===== src/rtl/fb_arb_pkg.sv =====
`default_nettype none
// ============================================================================
// Module   : fb_arb_pkg
// Desc     : Shared types and constants for the frame-buffer write arbiter:
//            state encodings, requester indices and round-robin helpers.
// Revision : 1.0 - initial release
// ============================================================================
package fb_arb_pkg;

  localparam int NUM_REQ    = 3;
  localparam int REQ_ALIEN  = 0;
  localparam int REQ_SHIP   = 1;
  localparam int REQ_BULLET = 2;

  typedef enum logic [1:0] {
    ST_IDLE  = 2'd0,
    ST_SERVE = 2'd1,
    ST_CLEAR = 2'd2
  } state_t;

  // Modulo-3 add used to walk the round-robin search order.
  function automatic logic [1:0] wrap_idx(input logic [1:0] base, input logic [1:0] off);
    logic [2:0] sum;
    sum = {1'b0, base} + {1'b0, off};
    if (sum >= 3'(NUM_REQ)) begin
      sum = sum - 3'(NUM_REQ);
    end
    return sum[1:0];
  endfunction

  // One-hot grant to requester index (all-zero maps to 0).
  function automatic logic [1:0] onehot_to_idx(input logic [NUM_REQ-1:0] oh);
    logic [1:0] idx;
    idx = 2'd0;
    if (oh[REQ_SHIP]) begin
      idx = 2'd1;
    end else if (oh[REQ_BULLET]) begin
      idx = 2'd2;
    end
    return idx;
  endfunction

endpackage
`default_nettype wire


===== src/rtl/fb_write_arbiter_if.sv =====
`default_nettype none
// ============================================================================
// Module   : fb_write_arbiter_if
// Desc     : Request/ack bus from the renderers and clear control, plus the
//            RAM port-A write bus driven by the arbiter.
// Revision : 1.0 - initial release
// ============================================================================
interface fb_write_arbiter_if
  import fb_arb_pkg::*;
#(
  parameter int ADDR_WIDTH = 22,
  parameter int DATA_WIDTH = 2
);

  logic [NUM_REQ-1:0]    req;
  logic [ADDR_WIDTH-1:0] req_addr0;
  logic [ADDR_WIDTH-1:0] req_addr1;
  logic [ADDR_WIDTH-1:0] req_addr2;
  logic [DATA_WIDTH-1:0] req_data0;
  logic [DATA_WIDTH-1:0] req_data1;
  logic [DATA_WIDTH-1:0] req_data2;
  logic [NUM_REQ-1:0]    ack;
  logic                  clr_start;
  logic                  clr_busy;
  logic                  clr_done;
  logic                  ram_we;
  logic [ADDR_WIDTH-1:0] ram_addr;
  logic [DATA_WIDTH-1:0] ram_din;

  // Renderer / controller side.
  modport master (
    output req, req_addr0, req_addr1, req_addr2,
    output req_data0, req_data1, req_data2, clr_start,
    input  ack, clr_busy, clr_done, ram_we, ram_addr, ram_din
  );

  // Arbiter side.
  modport slave (
    input  req, req_addr0, req_addr1, req_addr2,
    input  req_data0, req_data1, req_data2, clr_start,
    output ack, clr_busy, clr_done, ram_we, ram_addr, ram_din
  );

endinterface
`default_nettype wire


===== src/rtl/fb_rr_arbiter.sv =====
`default_nettype none
// ============================================================================
// Module   : fb_rr_arbiter
// Desc     : Combinational 3-way round-robin pick. Search starts at ptr and
//            walks ptr, ptr+1, ptr+2 (mod 3); first eligible wins.
// Revision : 1.0 - initial release
// ============================================================================
module fb_rr_arbiter
  import fb_arb_pkg::*;
(
  input  wire [NUM_REQ-1:0] eligible,
  input  wire [1:0]         ptr,
  output logic [NUM_REQ-1:0] grant,
  output logic               valid
);

  logic [1:0] idx;

  // First eligible requester in rotated priority order.
  always_comb begin
    grant = '0;
    valid = 1'b0;
    idx   = 2'd0;
    for (int i = 0; i < NUM_REQ; i++) begin
      idx = wrap_idx(ptr, i[1:0]);
      if (!valid && eligible[idx]) begin
        grant[idx] = 1'b1;
        valid      = 1'b1;
      end
    end
  end

endmodule
`default_nettype wire


===== src/rtl/fb_write_arbiter.sv =====
`default_nettype none
// ============================================================================
// Module   : fb_write_arbiter
// Desc     : Owns frame-buffer write port A. Round-robin arbitration between
//            alien/ship/bullet renderers plus an optional full-buffer clear
//            engine (enabled by defining FB_ARB_CLEAR_EN). All RAM-side
//            outputs are registered.
// Revision : 1.0 - initial release
// ============================================================================
module fb_write_arbiter
  import fb_arb_pkg::*;
#(
  parameter int                    ADDR_WIDTH  = 22,
  parameter int                    DATA_WIDTH  = 2,
  parameter logic [DATA_WIDTH-1:0] CLEAR_VALUE = '0
) (
  input wire                clk,
  input wire                reset_n,
  fb_write_arbiter_if.slave bus
);

  state_t                state_q, state_d;
  logic [1:0]            ptr_q, ptr_d;
  logic [NUM_REQ-1:0]    ack_q, ack_d;
  logic                  ram_we_q, ram_we_d;
  logic [ADDR_WIDTH-1:0] ram_addr_q, ram_addr_d;
  logic [DATA_WIDTH-1:0] ram_din_q, ram_din_d;

  logic [NUM_REQ-1:0]    eligible;
  logic [NUM_REQ-1:0]    grant;
  logic                  grant_valid;
  logic [ADDR_WIDTH-1:0] sel_addr;
  logic [DATA_WIDTH-1:0] sel_data;

`ifdef FB_ARB_CLEAR_EN
  localparam logic [ADDR_WIDTH-1:0] ADDR_ONE  = {{(ADDR_WIDTH-1){1'b0}}, 1'b1};
  localparam logic [ADDR_WIDTH-1:0] ADDR_LAST = {ADDR_WIDTH{1'b1}};
  logic [ADDR_WIDTH-1:0] clr_addr_q, clr_addr_d;
  logic                  clr_busy_q, clr_busy_d;
  logic                  clr_done_q, clr_done_d;
`else
  wire unused_clr_start = bus.clr_start;
`endif

  // A requester acked this cycle is still holding req; mask it to avoid a repeat write.
  assign eligible = bus.req & ~ack_q;

  fb_rr_arbiter u_rr (
    .eligible (eligible),
    .ptr      (ptr_q),
    .grant    (grant),
    .valid    (grant_valid)
  );

  // Route the winning requester's address and data toward the write port.
  always_comb begin
    sel_addr = bus.req_addr2;
    sel_data = bus.req_data2;
    if (grant[REQ_ALIEN]) begin
      sel_addr = bus.req_addr0;
      sel_data = bus.req_data0;
    end else if (grant[REQ_SHIP]) begin
      sel_addr = bus.req_addr1;
      sel_data = bus.req_data1;
    end
  end

  // Next-state, next-pointer and next registered-output computation.
  always_comb begin
    state_d    = state_q;
    ptr_d      = ptr_q;
    ack_d      = '0;
    ram_we_d   = 1'b0;
    ram_addr_d = ram_addr_q;
    ram_din_d  = ram_din_q;
`ifdef FB_ARB_CLEAR_EN
    clr_addr_d = clr_addr_q;
    clr_busy_d = 1'b0;
    clr_done_d = 1'b0;
`endif
    case (state_q)
      ST_IDLE, ST_SERVE: begin
`ifdef FB_ARB_CLEAR_EN
        // Clear beats any pending request; the write already on the port finishes.
        if (bus.clr_start) begin
          state_d    = ST_CLEAR;
          clr_addr_d = '0;
          clr_busy_d = 1'b1;
          ram_we_d   = 1'b1;
          ram_addr_d = '0;
          ram_din_d  = CLEAR_VALUE;
        end else
`endif
        if (grant_valid) begin
          state_d    = ST_SERVE;
          ack_d      = grant;
          ram_we_d   = 1'b1;
          ram_addr_d = sel_addr;
          ram_din_d  = sel_data;
          ptr_d      = wrap_idx(onehot_to_idx(grant), 2'd1);
        end else begin
          state_d = ST_IDLE;
        end
      end
`ifdef FB_ARB_CLEAR_EN
      ST_CLEAR: begin
        // Sweep ends at all-ones; clr_start is not looked at here.
        if (clr_addr_q == ADDR_LAST) begin
          state_d    = ST_IDLE;
          clr_addr_d = '0;
          clr_done_d = 1'b1;
        end else begin
          clr_addr_d = clr_addr_q + ADDR_ONE;
          clr_busy_d = 1'b1;
          ram_we_d   = 1'b1;
          ram_addr_d = clr_addr_q + ADDR_ONE;
          ram_din_d  = CLEAR_VALUE;
        end
      end
`endif
      default: state_d = ST_IDLE;
    endcase
  end

  // State and registered outputs; reset aborts any serve or clear at once.
  always_ff @(posedge clk or negedge reset_n) begin
    if (!reset_n) begin
      state_q    <= ST_IDLE;
      ptr_q      <= 2'd0;
      ack_q      <= '0;
      ram_we_q   <= 1'b0;
      ram_addr_q <= '0;
      ram_din_q  <= '0;
`ifdef FB_ARB_CLEAR_EN
      clr_addr_q <= '0;
      clr_busy_q <= 1'b0;
      clr_done_q <= 1'b0;
`endif
    end else begin
      state_q    <= state_d;
      ptr_q      <= ptr_d;
      ack_q      <= ack_d;
      ram_we_q   <= ram_we_d;
      ram_addr_q <= ram_addr_d;
      ram_din_q  <= ram_din_d;
`ifdef FB_ARB_CLEAR_EN
      clr_addr_q <= clr_addr_d;
      clr_busy_q <= clr_busy_d;
      clr_done_q <= clr_done_d;
`endif
    end
  end

  assign bus.ack      = ack_q;
  assign bus.ram_we   = ram_we_q;
  assign bus.ram_addr = ram_addr_q;
  assign bus.ram_din  = ram_din_q;
`ifdef FB_ARB_CLEAR_EN
  assign bus.clr_busy = clr_busy_q;
  assign bus.clr_done = clr_done_q;
`else
  assign bus.clr_busy = 1'b0;
  assign bus.clr_done = 1'b0;
`endif

endmodule
`default_nettype wire


===== src/flat_wrapper.sv =====
// flat-port wrapper written by rule: the top's interface ports become plain ports
module fb_write_arbiter_flat import fb_arb_pkg::*;
#(
  parameter int                    ADDR_WIDTH  = 22,
  parameter int                    DATA_WIDTH  = 2,
  parameter logic [DATA_WIDTH-1:0] CLEAR_VALUE = '0
)
  (clk, reset_n, bus_req, bus_req_addr0, bus_req_addr1, bus_req_addr2, bus_req_data0, bus_req_data1, bus_req_data2, bus_clr_start, bus_ack, bus_clr_busy, bus_clr_done, bus_ram_we, bus_ram_addr, bus_ram_din);
  fb_write_arbiter_if #(.ADDR_WIDTH(ADDR_WIDTH), .DATA_WIDTH(DATA_WIDTH)) bus_i ();
  input wire clk;
  input wire reset_n;
  input wire logic [$bits(bus_i.req)-1:0] bus_req;
  input wire logic [$bits(bus_i.req_addr0)-1:0] bus_req_addr0;
  input wire logic [$bits(bus_i.req_addr1)-1:0] bus_req_addr1;
  input wire logic [$bits(bus_i.req_addr2)-1:0] bus_req_addr2;
  input wire logic [$bits(bus_i.req_data0)-1:0] bus_req_data0;
  input wire logic [$bits(bus_i.req_data1)-1:0] bus_req_data1;
  input wire logic [$bits(bus_i.req_data2)-1:0] bus_req_data2;
  input wire logic [$bits(bus_i.clr_start)-1:0] bus_clr_start;
  output wire logic [$bits(bus_i.ack)-1:0] bus_ack;
  output wire logic [$bits(bus_i.clr_busy)-1:0] bus_clr_busy;
  output wire logic [$bits(bus_i.clr_done)-1:0] bus_clr_done;
  output wire logic [$bits(bus_i.ram_we)-1:0] bus_ram_we;
  output wire logic [$bits(bus_i.ram_addr)-1:0] bus_ram_addr;
  output wire logic [$bits(bus_i.ram_din)-1:0] bus_ram_din;
  assign bus_i.req = bus_req;
  assign bus_i.req_addr0 = bus_req_addr0;
  assign bus_i.req_addr1 = bus_req_addr1;
  assign bus_i.req_addr2 = bus_req_addr2;
  assign bus_i.req_data0 = bus_req_data0;
  assign bus_i.req_data1 = bus_req_data1;
  assign bus_i.req_data2 = bus_req_data2;
  assign bus_i.clr_start = bus_clr_start;
  assign bus_ack = bus_i.ack;
  assign bus_clr_busy = bus_i.clr_busy;
  assign bus_clr_done = bus_i.clr_done;
  assign bus_ram_we = bus_i.ram_we;
  assign bus_ram_addr = bus_i.ram_addr;
  assign bus_ram_din = bus_i.ram_din;
  fb_write_arbiter #(.ADDR_WIDTH(ADDR_WIDTH), .DATA_WIDTH(DATA_WIDTH), .CLEAR_VALUE(CLEAR_VALUE)) u_core (.clk(clk), .reset_n(reset_n), .bus(bus_i));
endmodule

===== config.mk =====
export PLATFORM = sky130hd
export DESIGN_NAME = fb_write_arbiter_flat
export DESIGN_NICKNAME = d
export VERILOG_FILES = /design/src/rtl/fb_arb_pkg.sv /design/src/rtl/fb_write_arbiter_if.sv /design/src/rtl/fb_rr_arbiter.sv /design/src/rtl/fb_write_arbiter.sv /design/src/flat_wrapper.sv
export SDC_FILE = /design/constraint.sdc
export NUM_CORES = 1
export LEC_CHECK = 0
export ABC_CLOCK_PERIOD_IN_PS = 6400
export BUFFER_PORTS_ARGS = -buffer_cell sky130_fd_sc_hd__buf_2
export CAP_MARGIN = 20
export CORE_UTILIZATION = 40
export CTS_CLUSTER_SIZE = 28
export DETAILED_ROUTE_END_ITERATION = 8
export PLACE_DENSITY = 0.73
export SYNTH_ARGS = -nofsm -noshare
export SYNTH_HDL_FRONTEND = slang
export SYNTH_HIERARCHICAL = 1
export SYNTH_SLANG_ARGS = --single-unit

===== constraint.sdc =====
create_clock -name clk -period 6.4 [get_ports clk]
set_input_delay 1.28 -clock clk [delete_from_list [all_inputs] [get_ports clk]]
set_output_delay 1.28 -clock clk [all_outputs]
set_load 0.02 [all_outputs]

Yosys cells after proc, flatten, opt, wreduce, memory -nomap -nowiden
Index checks and enable logic that the tools add are counted.
{"block": "classes", "shifts": 0, "reduce_logical": 10, "addsub": 7, "mux": 36, "order_cmp": 10, "n_eq_ne": 1, "multipliers": 0, "bitwise_logic": 4, "div": 0}
{"operator": "2-to-1 mux 22 bit", "count": 2}
{"operator": "2-to-1 mux 2 bit", "count": 10}
{"operator": "2-to-1 mux 3 bit", "count": 5}
{"operator": "2-to-1 mux 1 bit", "count": 13}
{"operator": "greater-or-equal comparator 3 x 2 -> 1 bit (second input constant)", "count": 3}
{"operator": "< comparator 2 x 3 -> 1 bit (second input constant)", "count": 3}
{"operator": "subtractor 2 bit (second input constant)", "count": 4}
{"operator": "adder 2 x 1 -> 3 bit (second input constant)", "count": 2}
{"operator": "binary-select mux 1 bit (select 2 bit)", "count": 3}
{"operator": "demux 1 bit (select 2 bit)", "count": 3}
{"operator": "greater-or-equal comparator 2 x 1 -> 1 bit (second input constant)", "count": 3}
{"operator": "bitwise OR 3 bit", "count": 2}
{"operator": "logical AND 1 bit", "count": 5}
{"operator": "adder 2 x 2 -> 3 bit (second input constant)", "count": 1}
{"operator": "bitwise AND 3 bit", "count": 1}
{"operator": "inverter 3 bit", "count": 1}
{"operator": "greater-or-equal comparator 2 bit (second input constant)", "count": 1}
{"operator": "logical NOT 1 bit", "count": 2}
{"operator": "logical NOT 2 bit", "count": 1}
{"operator": "AND reduction 2 bit", "count": 1}
{"operator": "OR reduction 2 bit", "count": 1}
{"operator": "== test 1 bit (second input constant)", "count": 1}
{"block": "totals", "latch_bits": 0, "input_bits": 78, "romBits": 0, "mem_count": 0, "mem_bits_rw": 0, "regBits": 31}

Depth between registers and ports, before layout
Gate-level depths: netlist of run 1.
{"block": "logic_depth", "word_depth": 18, "mapped_depth": 11, "mapped_depth_nobuf": 8}

By module
The synthesis of run 1 kept the hierarchy.
{"module": "fb_write_arbiter", "cells_each": 128, "area_each_um2": 1655.3, "instances": 1, "seq_area_each_um2": 750.7}
{"module": "fb_rr_arbiter", "cells_each": 38, "area_each_um2": 271.5, "instances": 1, "seq_area_each_um2": 0.0}

Worst setup path after synthesis of run 1
OpenSTA, ideal clock, no wires.
{"block": "synth_path", "path_type": "input-to-reg", "startpoint": "input port bus_req[1]", "endpoint": "register u_core.ram_addr_q[0], in the netlist u_core/bus.ram_addr[0]", "t_required_ns": 6.274, "setup_time_ns": 0.126, "path_stages": 9, "arrival_time_ns": 3.165, "setup_slack_ns": 3.109, "cell_sequence": "nor2b_1 > mux2i_1 > o211a_1 > a22o_1 > mux2_2 > and2_1 > clkbuf_1 > buf_2 > a221o_1"}
{"element": "start, declared", "line": "flat_wrapper.sv:12", "source": "input wire logic [$bits(bus_i.req)-1:0] bus_req;"}
{"element": "bitwise AND 3 bit (*)", "line": "fb_write_arbiter.sv:46", "source": "assign eligible = bus.req & ~ack_q;"}
{"element": "binary-select mux 1 bit (select 2 bit)", "line": "fb_rr_arbiter.sv:26", "source": "if (!valid && eligible[idx]) begin"}
{"element": "2-to-1 mux 1 bit (implied by the code)", "line": "fb_rr_arbiter.sv:26"}
{"element": "2-to-1 mux 1 bit", "line": "fb_rr_arbiter.sv:26"}
{"element": "logical NOT 1 bit", "line": "fb_rr_arbiter.sv:26"}
{"element": "logical AND 1 bit", "line": "fb_rr_arbiter.sv:26"}
{"element": "2-to-1 mux 1 bit", "line": "fb_rr_arbiter.sv:26"}
{"element": "logical NOT 1 bit", "line": "fb_rr_arbiter.sv:26"}
{"element": "logical AND 1 bit", "line": "fb_rr_arbiter.sv:26"}
{"element": "2-to-1 mux 3 bit (*)", "line": "fb_rr_arbiter.sv:26"}
{"element": "named net u_core.grant[0]", "line": "fb_write_arbiter.sv:30", "source": "logic [NUM_REQ-1:0] grant;"}
{"element": "2-to-1 mux 22 bit (*)", "line": "fb_write_arbiter.sv:59", "source": "if (grant[REQ_ALIEN]) begin"}
{"element": "end signal, assigned", "line": "fb_write_arbiter.sv:144", "source": "ram_addr_q <= ram_addr_d;"}
{"element": "end, declared", "line": "fb_write_arbiter.sv:26", "source": "logic [ADDR_WIDTH-1:0] ram_addr_q, ram_addr_d;"}
The timed path passes the listed nets; every way through them passes the cells marked *. The select of a mux whose other input is x is not followed.
A chain may end at the register's enable or synchronous reset.

Final worst setup path of run 1
{"block": "layout_path", "startpoint": "input port bus_req[1]", "endpoint": "register u_core.ram_din_q[1], in the netlist u_core/bus.ram_din[1]"}
{"element": "bitwise AND 3 bit (*)", "line": "fb_write_arbiter.sv:46"}
{"element": "named net u_core.eligible[1]", "line": "fb_write_arbiter.sv:29", "source": "logic [NUM_REQ-1:0] eligible;"}
{"element": "binary-select mux 1 bit (select 2 bit)", "line": "fb_rr_arbiter.sv:26"}
{"element": "2-to-1 mux 1 bit (implied by the code)", "line": "fb_rr_arbiter.sv:26"}
{"element": "2-to-1 mux 1 bit", "line": "fb_rr_arbiter.sv:26"}
{"element": "logical NOT 1 bit", "line": "fb_rr_arbiter.sv:26"}
{"element": "logical AND 1 bit", "line": "fb_rr_arbiter.sv:26"}
{"element": "2-to-1 mux 1 bit", "line": "fb_rr_arbiter.sv:26"}
{"element": "logical NOT 1 bit", "line": "fb_rr_arbiter.sv:26"}
{"element": "logical AND 1 bit", "line": "fb_rr_arbiter.sv:26"}
{"element": "2-to-1 mux 1 bit (*)", "line": "fb_rr_arbiter.sv:26"}
{"element": "named net u_core.grant_valid", "line": "fb_write_arbiter.sv:31", "source": "logic grant_valid;"}
{"element": "AND reduction 2 bit (no source line) (*)"}
{"element": "end signal, assigned", "line": "fb_write_arbiter.sv:145", "source": "ram_din_q <= ram_din_d;"}
{"element": "end, declared", "line": "fb_write_arbiter.sv:27", "source": "logic [DATA_WIDTH-1:0] ram_din_q, ram_din_d;"}
Marked as above.

==> metrics.txt, run 1 <==
clock sink total 30; crit-path max cell delay 1020 ps; Total GRT Usage 18.1%; Buf/Inv on CP 1; max-slew violations 0; main flop type after synthesis dfrtp_1; max_cap viols 0; First DRT Iteration DRCs 91; core area 4500 sq um; first-pass GRT wire length 7200 microns; setup bufs post-CTS 0; Synth Cell Area 1930 sq um; Tcrit/Tclk final 65.4%; maximum root-to-sink buffer count 2; Die Area 5100 sq um; Die Ht 71.4 microns; combinational family with the most area after synthesis multiplexers; vias in the first global route 1565; cells after synthesis 166; Worst Skew 6.01 ps; antenna violations before repair 0; WL per Instance 14.2 microns; YS warnings 6; Synth Area in XOR/XNOR 0%; Post-synth ARST share 100%; Worst-Skew Late Latency 280 ps; slowest CP cell nor2b_2; Crit. End Element register; CP delay by family, top simple AND/OR/NAND/NOR gates; Final Util 55.6%; router iterations before antenna repair 6; routability-driven placement congestion ratio 0.772; PortBufs 104; Synth top cells by count dfrtp_1, nor2b_1, a221o_1; largest net degree at the start of global routing 33; Synth cell types 32; H-Tree Depth 2; CTS tree done; Nets 344; # rows 24; Final HPWL DP 3130 microns; simple-gate share of the synthesized area 15.0%; register area share after synthesis 39.0%; top cells by area, synth dfrtp_1, mux2_4, a221o_1; number of flops mapped to enable cells by yosys 0; setup TNS 0 ps; max_slew headroom 27.0%; post-layout min period 4190 ps; adder-cell area share of the yosys netlist 2.60%; ant diodes 0; Post-DRT Antenna Nets 0; chip width 71.4 microns; mux contribution to synthesized area 20.1%; vias 1628; Post-Syn Area per Cell 11.6 sq um; Compound-Gate Fraction of Synth Area 16.4%; endpoints failing setup 0; grt ovf 0; crit path cell chain buf_2 > nor2b_1 > nand2_1 > a21oi_1 > or3_1 > or2_1 > nor2b_2 > a221o_1; maximum clock frequency 0.239 GHz; number of CTS-inserted buffers 5; post-synthesis register bit count 30; cts hold-fix bufs 0; worst vdd ir 0.000308 V; Synth top area share 39.0%; number of top-level pins 108; worst-path fanout max 32; critical path required time 6610 ps; Avg Vias per Cell 5.17; share of layout cells above drive strength 1 54.0%; root buf cell clkbuf_8; Data arrival, critical path 4400 ps; critical path launch point type input pin; HP Class register to register; Layout area overhead 29.9%; status finished with violations; post_cts resized 0; PwrDens 596 nW/um^2; most common cell in the netlist dfrtp_1; Worst Setup Path Type input pin to register; cell taking the most area after synthesis dfrtp_1; Worst-Margin Slew 1090 ps; Reg clk slew, reported paths 70 ps; unrepaired setup endpoints after global routing false; Fin. Hold Viols 0; violated checks DRC; final wirelength 4490 microns; Starting Density 42.8%; leakage power 1.27 nW; DRC violations left 4
report_power, final:
group	switching, mW	internal (mW)
logic	0.547	0.450
registers	0.0415	0.297
clock network	0.0691	0.0866
total	0.658	0.833
final timing paths:
| path | startpoint | endpoint | slack [ps] | cells after the start |
|---|---|---|---|---|
| worst max register to register | u_core/ptr_q[1]$_DFFE_PN0P_ | u_core/bus.ram_din[1]$_DFFE_PN0P_ | 2840 | 8 |
| max in group asynchronous | reset_n | u_core/bus.ram_addr[21]$_DFFE_PN0P_ | 4920 | 1 |
| min in group asynchronous | reset_n | u_core/bus.ram_addr[0]$_DFFE_PN0P_ | 1040 | 1 |
| worst min-delay path | u_core/ptr_q[1]$_DFFE_PN0P_ | u_core/ptr_q[1]$_DFFE_PN0P_ | 580 | 1 |
| worst min register to register | u_core/ptr_q[1]$_DFFE_PN0P_ | u_core/ptr_q[1]$_DFFE_PN0P_ | 580 | 1 |
| worst max-delay path | bus_req[1] | u_core/bus.ram_din[1]$_DFFE_PN0P_ | 2210 | 8 |
cell usage in the layout (no fill, tap or decap):
master    count
buf_2       104
clkbuf_8      6
o21ai_0       4
and3_1        1
a221o_1      23
or2_1         1
a21oi_1       5
dfrtp_1      30
inv_1         3
clkbuf_1      1
nor2_1        2
a211o_1       1
a22o_1        1
conb_1        2
mux2_2       10
o21ai_4       1
nor2b_2       1
mux2_4       17
clkinv_2      1
and4bb_2      1
and2_2        1
mux2i_1       2
nand2_1       2
o211a_1       1
nand3_1       1
nand3b_1      3
ha_1          4
nor2b_1      27
a22oi_1       1
or2b_1        1
and2_1        2
or3_1         1
nand2b_1      2
registers in the layout, summed over array words and instances, names as in the netlist:
name	count
u_core/bus.ram_addr	22
u_core/bus.ack	3
u_core/ptr_q	2
u_core/bus.ram_din	2
u_core/state_q	1
per-stage QoR:
step | worst slack [ps] | cell area, sq um | power [mW] | instances | hold slack (ps)
global route | 1940 | 2500 | 1.60 | 315 | 615
CTS | 2210 | 2500 | 1.51 | 315 | 585
floorplan | 3110 | 1930 | 1.15 | 167 | 534
detailed placement | 1920 | 2410 | 1.34 | 307 | 567
global placement | 1980 | 2410 | 1.32 | 307 | 557
finish | 2210 | 2500 | 1.49 | 315 | 579
per-layer routing:
| layer | vias to the layer above | wire (microns) | global-route usage (%) | share of wire [%] |
|---|---|---|---|---|
| met1 | 758 | 1940 | 22.1 | 43 |
| met5 | - | 0 | 0 | 0 |
| met4 | 0 | 54 | 5.11 | 1.2 |
| li1 | 795 | - | - | - |
| met2 | 69 | 2220 | 32.1 | 50 |
| met3 | 6 | 266 | 3.80 | 5.9 |
final cells by class:
class,instances,area [sq um]
Clock buffer,7,86.3
Clock inverter,1,5.00
Fill cell,390,2000
Inverter,3,11.3
Multi-Input combinational cell,118,1060
Sequential cell,30,751
Tap cell,52,65.1
Timing Repair Buffer,104,520
logic make-up after synthesis:
| group | after synthesis |
|---|---|
| muxes | 29 |
| other | 1 |
| and+or+nand+nor | 46 |
| DFF | 30 |
| adders and majority gates | 4 |
| buffers and inverters | 19 |
| AOI/OAI and AO/OA | 37 |
Power figures use the tool's default switching activity.
==> inputs of run 2 (changes only) <==
Settings changed: ABC_AREA set to 1, ABC_CLOCK_PERIOD_IN_PS 6400 to 3840, PLACE_DENSITY 0.73 to 0.75.
Clock period 6.4 ns to 3.84 ns, I/O delays scaled along.
==> run 2 against run 1 <==
The flow now finishes without violations. Area after synthesis is 5.1% higher. Clock-buffer cell count stayed put. First-iteration DRC count grew 45%. Clock power increased by 67%. Setup slack worse by 1200 ps. Largest power group unchanged. Highest routed layer unchanged.
==> metrics.txt, run 2 <==
Data arrival, critical path 3060 ps (-1340 ps); WHS Endpoint u_core/bus.ram_addr[7]$_DFFE_PN0P_; R2R depth 14 (+6); endpoints failing setup 0 (unchanged); R2R Setup Slk 1010 ps (-1830 ps); root buf cell clkbuf_8; final wirelength 5110 microns (+14%); vias in the first global route 1828 (+17%); routability-driven placement congestion ratio 0.896 (+16%); Post-synth ARST share 100% (unchanged); WL per Instance 10.8 microns (-24%); ant diodes 0 (unchanged); maximum clock frequency 0.353 GHz; most common cell in the netlist nand2_1; post_cts resized 0 (unchanged); Synth Cell Area 2030 sq um (+5.1%); hold path cells 2 (+1); largest net degree at the start of global routing 50 (+52%); Synth cell types 19 (-41%); Reg clk slew, reported paths 60 ps (about the same); status finished clean; commonest non-fill, non-tap cell in the layout nand2_1; number of top-level pins 108 (unchanged); post-route cell area 2600 sq um (+3.8%); register area share after synthesis 37.1% (-1.9 points); maximum root-to-sink buffer count 2 (unchanged); max_slew headroom 49.3% (+22 points); PwrDens 1140 nW/um^2 (+91%); Post-DRT Antenna Nets 0 (unchanged); commonest non-fill, non-tap cells in the layout nand2_1, buf_2, inv_1; Total GRT Usage 20.2% (+2.1 points); post-layout min period 2830 ps; chip width 73.2 microns (+2.5%); Crit. End Element register; Die Ht 73.2 microns (+2.5%); post-synthesis register bit count 30 (unchanged); Worst-Skew Late Latency 280 ps (about the same); placed instance area 2510 sq um (+4.0%); Layout area overhead 28.3%; YS warnings 6 (unchanged); cells after synthesis 309 (+86%); top cells by area, synth dfrtp_1, nand2_1, nand3_1; Worst Setup Path Type register to register; router iterations before antenna repair 4 (-2); WHS 475 ps (-104 ps); DRC violations left 0 (-4); leakage power 1.62 nW (+27%); Starting Density 42.3% (-0.45 points); PortBufs 104 (unchanged); Nets 488 (+42%); Tcrit/Tclk final 73.7%; setup bufs post-CTS 0 (unchanged); Fin. Hold Viols 0 (unchanged); number of CTS-inserted buffers 5 (unchanged); unrepaired setup endpoints after global routing false; First DRT Iteration DRCs 132 (+45%); worst vdd ir 0.000460 V (+49%); HP Class register to register; Synth top cells by count nand2_1, inv_1, nand3_1; Final HPWL DP 3700 microns (+18%); antenna violations before repair 0 (unchanged); total power 2.96 mW (+98%); CTS tree done; H-Tree Depth 2 (unchanged); # rows 25 (+4.2%); max FFs per register 22 (unchanged); Avg Vias per Cell 4.64 (-10%); max-slew violations 0 (unchanged); Synth top area share 37.1% (-1.9 points); Worst-Margin Slew 760 ps (-331 ps); RR Endpoint u_core/bus.ram_addr[18]$_DFFE_PN0P_; cts hold-fix bufs 0 (unchanged); main flop type after synthesis dfrtp_1; critical path launch point type register; cell taking the most area after synthesis dfrtp_1; share of layout cells above drive strength 1 31.0% (-23 points); core area 4790 sq um (+6.3%); HP Start u_core/bus.ram_addr[7]$_DFFE_PN0P_; setup TNS 0 ps (unchanged); vias 2198 (+35%); max_cap viols 0 (unchanged); grt ovf 0 (unchanged); Worst Skew 4.32 ps (-1.69 ps); critical path required time 4060 ps (-2550 ps); worst-path fanout max 24 (-25%); worst r2r src u_core/ptr_q[0]$_DFFE_PN0P_; first-pass GRT wire length 8180 microns (+14%); number of flops mapped to enable cells by yosys 0 (unchanged); Post-Syn Area per Cell 6.56 sq um (-44%); clock sink total 30 (unchanged); Die Area 5350 sq um (+5.0%)
## run 2: worst max-delay path: stages (launching register included)
cell	delay, ps
dfrtp_1	390
inv_1	80
ha_1	430
inv_2	100
nand2_1	70
nand3_1	60
nand2_1	130
nor2_2	60
nand2_1	60
nand3_1	500
inv_2	590
nand2_1	100
nand3_1	90
nand2_1	70
nand2_1	60
## run 2: area by class of cell
class                   count  area (sq um)
clock buffers               7          86.3
clock inverters             1          5.00
fillers                   495          2190
inverters                  42           158
multi-input cells         221           980
flip-flops and latches     30           751
well taps                  67          83.8
repair buffers            106           536
## run 2: per-stage QoR
stage          util, %  worst slack (ps)  instances
5_1_grt           54.3               666        474
3_3_place_gp      52.4               908        466
4_1_cts           54.3               968        474
2_1_floorplan        -              1790        310
3_5_place_dp      52.4               802        466
6_report          54.3              1010        474
## run 2: worst max path at each step
stage,endpoint,slack [ps],cells after the start,startpoint
global placement,u_core/bus.ram_addr[18]$_DFFE_PN0P_,910,15,bus_req[0]
detailed placement,u_core/bus.ram_din[0]$_DFFE_PN0P_,800,15,bus_req[1]
global route,u_core/bus.ram_addr[14]$_DFFE_PN0P_,670,14,u_core/ptr_q[0]$_DFFE_PN0P_
finish,u_core/bus.ram_addr[18]$_DFFE_PN0P_,1010,14,u_core/ptr_q[0]$_DFFE_PN0P_
floorplan,u_core/bus.ram_addr[0]$_DFFE_PN0P_,1790,15,bus_req[2]
CTS,u_core/bus.ram_din[0]$_DFFE_PN0P_,970,14,u_core/ptr_q[0]$_DFFE_PN0P_
## run 2: metal layers
metal | GRT usage [%] | vias to the layer above | part of all wire, %
met4 | 6.54 | 0 | 0.90
met3 | 5.39 | 6 | 7.6
met2 | 32.9 | 92 | 46
li1 | - | 1134 | -
met1 | 25.9 | 966 | 45
met5 | 0 | - | 0
## run 2: logic make-up (layout without fill, tap and decap cells)
logic type,count (synthesis),in the layout,synth area share [%]
flip-flops,30,30,37.1
other,1,2,0.185
buffers and inverters,59,156,14.8
AO/OA/AOI/OAI,26,26,6.49
adder cells (fa/ha/maj),4,4,2.47
AND/OR/NAND/NOR,189,189,39.0
## run 2: report_power, final
group          switching (mW)  total [mW]  internal (mW)  leakage [nW]
registers              0.0832       0.592          0.509         0.360
clock network           0.116       0.260          0.144        0.0482
logic                    1.43        2.10          0.670          1.21
